==> config.mk <==
export PLATFORM = sky130hd
export DESIGN_NAME = lib_voq_requester
export DESIGN_NICKNAME = d
export VERILOG_FILES = /design/src/rtl/lib_voq_requester.sv
export SDC_FILE = /design/constraint.sdc
export NUM_CORES = 1
export LEC_CHECK = 0
export CORE_MARGIN = 5
export CORE_UTILIZATION = 30
export DETAILED_ROUTE_END_ITERATION = 7
export SLEW_MARGIN = 40
export SYNTH_ARGS = -nofsm -noshare
export SYNTH_HDL_FRONTEND = slang
export SYNTH_SLANG_ARGS = --single-unit
==> constraint.sdc <==
create_clock -name clk -period 3.7 [get_ports clk]
set_input_delay 0.555 -clock clk [delete_from_list [all_inputs] [get_ports clk]]
set_output_delay 0.555 -clock clk [all_outputs]
set_load 0.02 [all_outputs]
==> src/rtl/lib_voq_requester.sv <==
// lib_voq_requester
// -----------------
// Requester-side front end of one switch input for the NxM separable
// allocators. Incoming flits are sorted into M virtual output queues (one
// circular FIFO per destination). The block presents one M-bit request row
// to the allocator, takes back this input's grant row, and sends the granted
// head flit towards the crossbar one cycle later.
//
// Ports
//   clk        clock
//   reset_n    synchronous active-low reset; flushes every VOQ
//   i_data     flit to enqueue
//   i_dest     destination output of i_data (selects the VOQ)
//   i_valid    enqueue request
//   o_ready    the VOQ selected by i_dest has room (combinational on i_dest)
//   o_request  request row, bit k set while VOQ k is non-empty
//   i_grant    grant row returned by the allocator for this input
//   o_data     dequeued flit (holds its value between dequeues)
//   o_dest     VOQ index of the dequeued flit
//   o_valid    one-cycle pulse per dequeue
//   o_error    sticky flag for malformed grants (multi-hot or unrequested)

module lib_voq_requester #(
  parameter int M     = 4,
  parameter int DEPTH = 4,
  parameter int WIDTH = 8
) (
  input  logic                 clk,
  input  logic                 reset_n,
  input  logic [WIDTH-1:0]     i_data,
  input  logic [$clog2(M)-1:0] i_dest,
  input  logic                 i_valid,
  output logic                 o_ready,
  output logic [0:M-1]         o_request,
  input  logic [0:M-1]         i_grant,
  output logic [WIDTH-1:0]     o_data,
  output logic [$clog2(M)-1:0] o_dest,
  output logic                 o_valid,
  output logic                 o_error
);

  localparam int PW = $clog2(DEPTH);
  localparam int CW = PW + 1;
  localparam int DW = $clog2(M);

  localparam logic [CW-1:0] FULL_COUNT = CW'(DEPTH);

  // VOQ storage and bookkeeping
  logic [WIDTH-1:0] mem_q    [M][DEPTH];
  logic [WIDTH-1:0] mem_d    [M][DEPTH];
  logic [PW-1:0]    wr_ptr_q [M];
  logic [PW-1:0]    wr_ptr_d [M];
  logic [PW-1:0]    rd_ptr_q [M];
  logic [PW-1:0]    rd_ptr_d [M];
  logic [CW-1:0]    count_q  [M];
  logic [CW-1:0]    count_d  [M];

  // Registered dequeue side
  logic [WIDTH-1:0] o_data_q,  o_data_d;
  logic [DW-1:0]    o_dest_q,  o_dest_d;
  logic             o_valid_q, o_valid_d;
  logic             o_error_q, o_error_d;

  // Per-cycle decisions
  logic             dest_in_range;
  logic             enq_fire;
  logic [0:M-1]     legal_grant;
  logic             deq_fire;
  logic [DW-1:0]    deq_idx;
  logic             grant_multi;
  logic             grant_stray;

  // Request row comes only from registered counts, so there is no
  // combinational path from i_valid or i_grant to o_request.
  always_comb begin
    o_request = '0;
    for (int k = 0; k < M; k++) begin
      o_request[k] = (count_q[k] != '0);
    end
  end

  // Enqueue side. The range guard only matters when M is not a power of 2.
  // A simultaneous dequeue from a full VOQ does not open it up this cycle.
  always_comb begin
    dest_in_range = (32'(i_dest) < M);
    o_ready       = dest_in_range && (count_q[i_dest] != FULL_COUNT);
    enq_fire      = i_valid && o_ready;
  end

  // Grant decode. Only grant bits backed by a request are honoured; the
  // lowest such index wins if the allocator sent more than one bit.
  always_comb begin
    legal_grant = i_grant & o_request;
    deq_fire    = 1'b0;
    deq_idx     = '0;
    for (int k = M - 1; k >= 0; k--) begin
      if (legal_grant[k]) begin
        deq_fire = 1'b1;
        deq_idx  = DW'(k);
      end
    end
    grant_multi = ($countones(i_grant) > 1);
    grant_stray = |(i_grant & ~o_request);
  end

  // Next-state for the VOQs. The head is read from the pre-edge read
  // pointer, so an enqueue and dequeue on the same non-empty VOQ never
  // touch the same slot. Pointers wrap naturally since DEPTH is 2**PW.
  always_comb begin
    mem_d    = mem_q;
    wr_ptr_d = wr_ptr_q;
    rd_ptr_d = rd_ptr_q;
    count_d  = count_q;

    if (enq_fire) begin
      mem_d[i_dest][wr_ptr_q[i_dest]] = i_data;
      wr_ptr_d[i_dest] = wr_ptr_q[i_dest] + PW'(1);
    end

    if (deq_fire) begin
      rd_ptr_d[deq_idx] = rd_ptr_q[deq_idx] + PW'(1);
    end

    for (int k = 0; k < M; k++) begin
      count_d[k] = count_q[k]
                 + CW'(enq_fire && (32'(i_dest) == k))
                 - CW'(deq_fire && (32'(deq_idx) == k));
    end
  end

  // Next-state for the output registers. o_data/o_dest hold between
  // dequeues; o_error only ever accumulates.
  always_comb begin
    o_data_d  = o_data_q;
    o_dest_d  = o_dest_q;
    o_valid_d = deq_fire;
    o_error_d = o_error_q | grant_multi | grant_stray;
    if (deq_fire) begin
      o_data_d = mem_q[deq_idx][rd_ptr_q[deq_idx]];
      o_dest_d = deq_idx;
    end
  end

  // Control state with synchronous reset; reset wins over any grant so no
  // dequeue is reported for the reset cycle.
  always_ff @(posedge clk) begin
    if (!reset_n) begin
      for (int k = 0; k < M; k++) begin
        wr_ptr_q[k] <= '0;
        rd_ptr_q[k] <= '0;
        count_q[k]  <= '0;
      end
      o_data_q  <= '0;
      o_dest_q  <= '0;
      o_valid_q <= 1'b0;
      o_error_q <= 1'b0;
    end else begin
      wr_ptr_q  <= wr_ptr_d;
      rd_ptr_q  <= rd_ptr_d;
      count_q   <= count_d;
      o_data_q  <= o_data_d;
      o_dest_q  <= o_dest_d;
      o_valid_q <= o_valid_d;
      o_error_q <= o_error_d;
    end
  end

  // Flit storage needs no reset: stale slots are unreachable once the
  // pointers and counts are cleared.
  always_ff @(posedge clk) begin
    mem_q <= mem_d;
  end

  assign o_data  = o_data_q;
  assign o_dest  = o_dest_q;
  assign o_valid = o_valid_q;
  assign o_error = o_error_q;

endmodule

* After elaboration in Yosys (flattened, before gate mapping)
Cells that the tools add are included.
** Word-level totals
- Register bits after elaboration :: 168
- Input port bits :: 17
- Logic and storage cells :: 122
- Output and inout port bits :: 17
** Cells by class
- Bitwise gates (word level) :: 9
- Add/subtract/negate cells :: 13
- Mux-type cells :: 34
- Reduce and logical (&&, ||, !) cells :: 19
- $lt $le $gt $ge :: 8
- Equal/unequal tests :: 7
** Operator list (count)
- $bwmux W128 :: 1
- $mux W32 :: 3
- $bmux W32 S2 :: 1
- $demux W32 S2 :: 1
- $mux W8 :: 3
- $mux W2 :: 10
- $bmux W8 S2 :: 1
- $bwmux W8 :: 2
- $demux W8 S2 :: 1
- $add A3 B1 Y3 :: 4
- $ge A3 B3 Y1 const B :: 4
- $logic_and A1 B1 Y1 :: 12
- $not A2 Y3 :: 4
- $reduce_bool A3 Y1 :: 4
- $sub A3 B1 Y3 :: 4
- $lt A3 B1 Y1 const B :: 3
- $and A4 B4 Y4 :: 2
- $bmux W2 S2 :: 2
- $demux W2 S2 :: 2
- $eq A2 B2 Y1 const B :: 4
- $bmux W3 S2 :: 1
- $mux W3 :: 2
- $add A1 B1 Y2 :: 2
- $add A2 B1 Y2 const B :: 2
- other kinds (9) :: 15

* Longest topological paths before layout
- Word-level depth :: 14
- Depth in mapped cells :: 13
- Mapped depth without buffers :: 12

* Worst setup path after synthesis
OpenSTA, ideal clock, no wires.
- Path kind :: reg2reg
- Start :: register count_q[11] (netlist bit)
- End :: register count_q[5] (netlist bit)
- Setup slack :: 0.931 ns
- Setup time :: 0.115 ns
- Period minus slack after synthesis :: 2.769 ns
- Stages on the path, launching flop included :: 13
- Data arrival time :: 2.654 ns
- Path buffers :: 1
- Data required time :: 3.585 ns
- Path through :: dfxtp_1 > o31ai_4 > inv_1 > clkbuf_1 > nor3_1 > ha_1 > inv_1 > ha_1 > inv_1 > fa_1 > xnor2_1 > xnor2_1 > and2_1
** Between the ends
- Word-level cells in the longest chain between the ends :: 8
- Elaborated cells on any way between the ends :: 14
- Classes of those cells :: 2 x add/sub; 2 x eq/ne; 5 x mux; 1 x bitwise; 4 x reduce/logical
** RTL lines
- from (decl) :: RTL line 55 : logic [CW-1:0] count_q [M];
- from (signal assigned) :: RTL line 160 : count_q <= count_d;
- $bmux W3 S2 :: RTL line 86 : o_ready = dest_in_range && (count_q[i_dest] != FULL_COUNT);
- $mux W3 (implied by the code) (2 in a row) :: RTL line 86
- $ne A3 B3 Y1 :: RTL line 86
- $logic_and A1 B1 Y1 :: RTL line 87 : enq_fire = i_valid && o_ready;
- $logic_and A1 B1 Y1 :: RTL line 126 : + CW'(enq_fire && (32'(i_dest) == k))
- $add A3 B1 Y3 :: RTL line 126
- $sub A3 B1 Y3 * :: RTL line 127 : - CW'(deq_fire && (32'(deq_idx) == k));
Every way passes the cells marked *; elsewhere a longest branch is shown, timed or not. The select of a mux whose other input is x is not followed.
A chain may end at the register's enable or synchronous reset.

* Final worst setup path
- Start :: input i_dest[1]
- End :: output o_ready
** Between the ends
- Word-level cells in the longest chain between the ends :: 5
** RTL lines
- from (decl) :: RTL line 31 : input logic [$clog2(M)-1:0] i_dest,
- $not A2 Y3 (implied by the code) :: RTL line 86
- $bmux W3 S2 :: RTL line 86
- $mux W3 (implied by the code) (2 in a row) :: RTL line 86
- $ne A3 B3 Y1 :: RTL line 86
- to (decl) :: RTL line 33 : output logic o_ready,
No other way between the ends. The select of a mux whose other input is x is not followed.

==> impl_metrics.toml <==
[logic_synthesis]
synth-simple-area-share_pct = 8.64
synth-seq-area-share_pct = 64.9
syn_nets = 573
synth_top_family_by_area = "compound AO/OA/AOI/OAI gates"
yosys_warnings = 0
ys_ff_latch = 168
synth_mux_area_share_pct = 1.36
syn_inst = 539
yosysUniqueCellTypes = 48
netlist_area_um2 = 7150
synthXorXnorAreaFrac_pct = 1.73
synth-compound-area-share_pct = 16.2
synth_adder_area_share_pct = 3.50
synth_area_per_cell_um2 = 13.3

[sta]
period_needed_ps = 2840
finalMaxSlewViolations = 0
finalHoldViolations = 0
tns_ps = 0
fin_worst_skew_ps = 8.19
slew_headroom_pct = 46.6
rsz0062_at_grt = "false"
fin_hold_ws_ps = 464
clock.fmax_ghz = 0.352
worst_slew_pin_slew_ps = 798
setup_viol = 0
finalCritPeriodShare_pct = 76.7

[finish]
drive_gt1_share_pct = 10.7
instances_no_fill = 900
antennaDiodeCount = 0
area_delta_synth_final_pct = 18.0
final_nets = 602
final_util_pct = 35.9

[die]
coreArea_um2 = 23500
die_x_um = 164
die_y_um = 164
dieArea_um2 = 27000
row_count = 56
io_pins = 34
initial_core_util_pct = 30.5

[placed_design]
dp_cells = 868
hpwl_um = 11300
io_buffers = 33
place_congestion = 0.823

[power_and_ir_drop]
power_mw = 7.15
p_leak_nw = 2.86
ir_drop_v = 0.000412
cellPowerDensity_nw_per_um2 = 848

[routing]
num_vias = 4596
drtIter0Drc = 488
avgRoutedWirePerCell_um = 19.4
dr.pass1.iters = 5
antenna_left = 0
wirelength_um = 17400
drc = 0
via_per_inst = 5.11

[clock_tree]
cts_tree = "yes"
cts.sinks = 168
post_cts_buffers = 0
clkTransAtPathRegs_ps = 60
hold_buffers = 0
cts.htree.levels = 4
cts-resized-gates = 0
clk_latency_ps = 430
clock_path_buffers = 2
clockRootBuffer = "clkbuf_16"
cts_buffers = 17

[grt]
overflow = 0
grt_pass1_vias = 4543
grt_util_met1_pct = 17.4
grt_max_degree = 37
use_met2_pct = 21.1
grt_first_pass_wirelength_um = 26500
antenna_found_initial = 0
top_usage_layer = "met2"
grt_use_total_pct = 13.1
gr-usage-met3_pct = 2.89

[critical_path]
arrival_ps = 2280
end_kind = "primary output"
cp_data_required_time_ps = 3140
criticalPathCategory = "in2out"
cp_max_fo = 7
worst_setup_path_start_kind = "input pin"

[min_path]
holdCritPathClass = "reg2reg"

[job]
max-cap-violations = 0

[outcome]
outcome = "complete, no violations"
==> final timing paths <==
check	start	endpoint	slack, ps	cells past startpoint
min	rd_ptr_q[6]	rd_ptr_q[6]	460	2
min reg2reg	rd_ptr_q[6]	rd_ptr_q[6]	460	2
max	i_dest[1]	o_ready	860	3
max reg2reg	count_q[4]	count_q[5]	930	11
==> cell usage after synthesis, drive strengths merged <==
cell    count  area [µm²]
o31a        3        26.3
inv        22        82.6
o31ai       5        83.8
o211a       5        50.1
o21ai      62         314
and2       32         200
nor2       16        67.6
mux2i       3        30.0
a21oi      24         124
nand2b      2        12.5
dfxtp      40         801
fa          5         100
a221oi     31         272
o311a       8        80.1
nand2      23        88.8
nor4bb      1        10.0
and4b       2        20.0
nand4       1        6.26
clkbuf     26        97.6
nand3      11        60.1
a31oi       8        50.1
a21boi      3        22.5
xnor2       6        52.6
edfxtp    128        3840
ha         12         150
xor2        6        71.3
a221o       1        10.0
nor2b       5        31.3
buf        10        81.3
nor4        1        12.5
and4        1        8.76
mux4        3        67.6
nor3        5        25.0
o211ai     15         113
or3        12        75.1
o221a       1        11.3
==> layout make-up <==
class	count	area, µm²
Fill cell	2178	15000
Sequential cell	168	4640
Multi-Input combinational cell	313	2260
Timing Repair Buffer	46	435
Clock buffer	17	425
Tap cell	319	399
Clock inverter	15	190
Inverter	22	82.6
==> cells in the final DEF, fill, tap and decap left out, types with 12 or more instances in the layout <==
master,count
a21oi_1,23
a221oi_1,31
and2_1,32
buf_4,12
clkbuf_16,17
clkdlybuf4s50_1,32
dfxtp_1,40
edfxtp_1,128
ha_1,12
inv_1,22
nand2_1,22
nor2_1,15
o211ai_1,15
o21ai_0,59
or3_1,12
==> cell families (layout without fill, tap and decap cells) <==
group	after synthesis	after routing
AO/OA/AOI/OAI	166	166
buffers and inverters	58	100
AND/OR/NAND/NOR	112	112
flip-flops	168	168
XOR/XNOR	12	12
adder cells (fa/ha/maj)	17	17
multiplexers	6	6
==> metrics by stage <==
stage                     instance area (µm²)  setup WS, ps
final                                    8440           863
after floorplan                          7150           931
after global routing                     8440           767
after global placement                   7820           406
after detailed placement                 7830           451
after CTS                                8440           854
==> critical path: stages <==
cell             delay [ps]
clkdlybuf4s50_1         630
mux4_2                  540
clkdlybuf4s50_1         550
==> report_power, final <==
group	switching [mW]	internal, mW	total [mW]
sequential	0.163	2.21	2.37
combinational	1.80	1.15	2.95
clock	0.760	1.08	1.84
total	2.72	4.44	7.15
==> sequential cells by signal, indices dropped and copies added, names as in the netlist <==
register / count
mem_q: 128
count_q: 12
o_data: 8
rd_ptr_q: 8
wr_ptr_q: 8
o_dest: 2
o_error: 1
o_valid: 1
==> routing by layer <==
metal  share of wire [%]  routed length [µm]
met5                   0                   0
met4                 1.8                 310
met3                 6.0                1050
met2                  49                8460
met1                  44                7600
No activity file was read; power rests on OpenSTA's default activity.
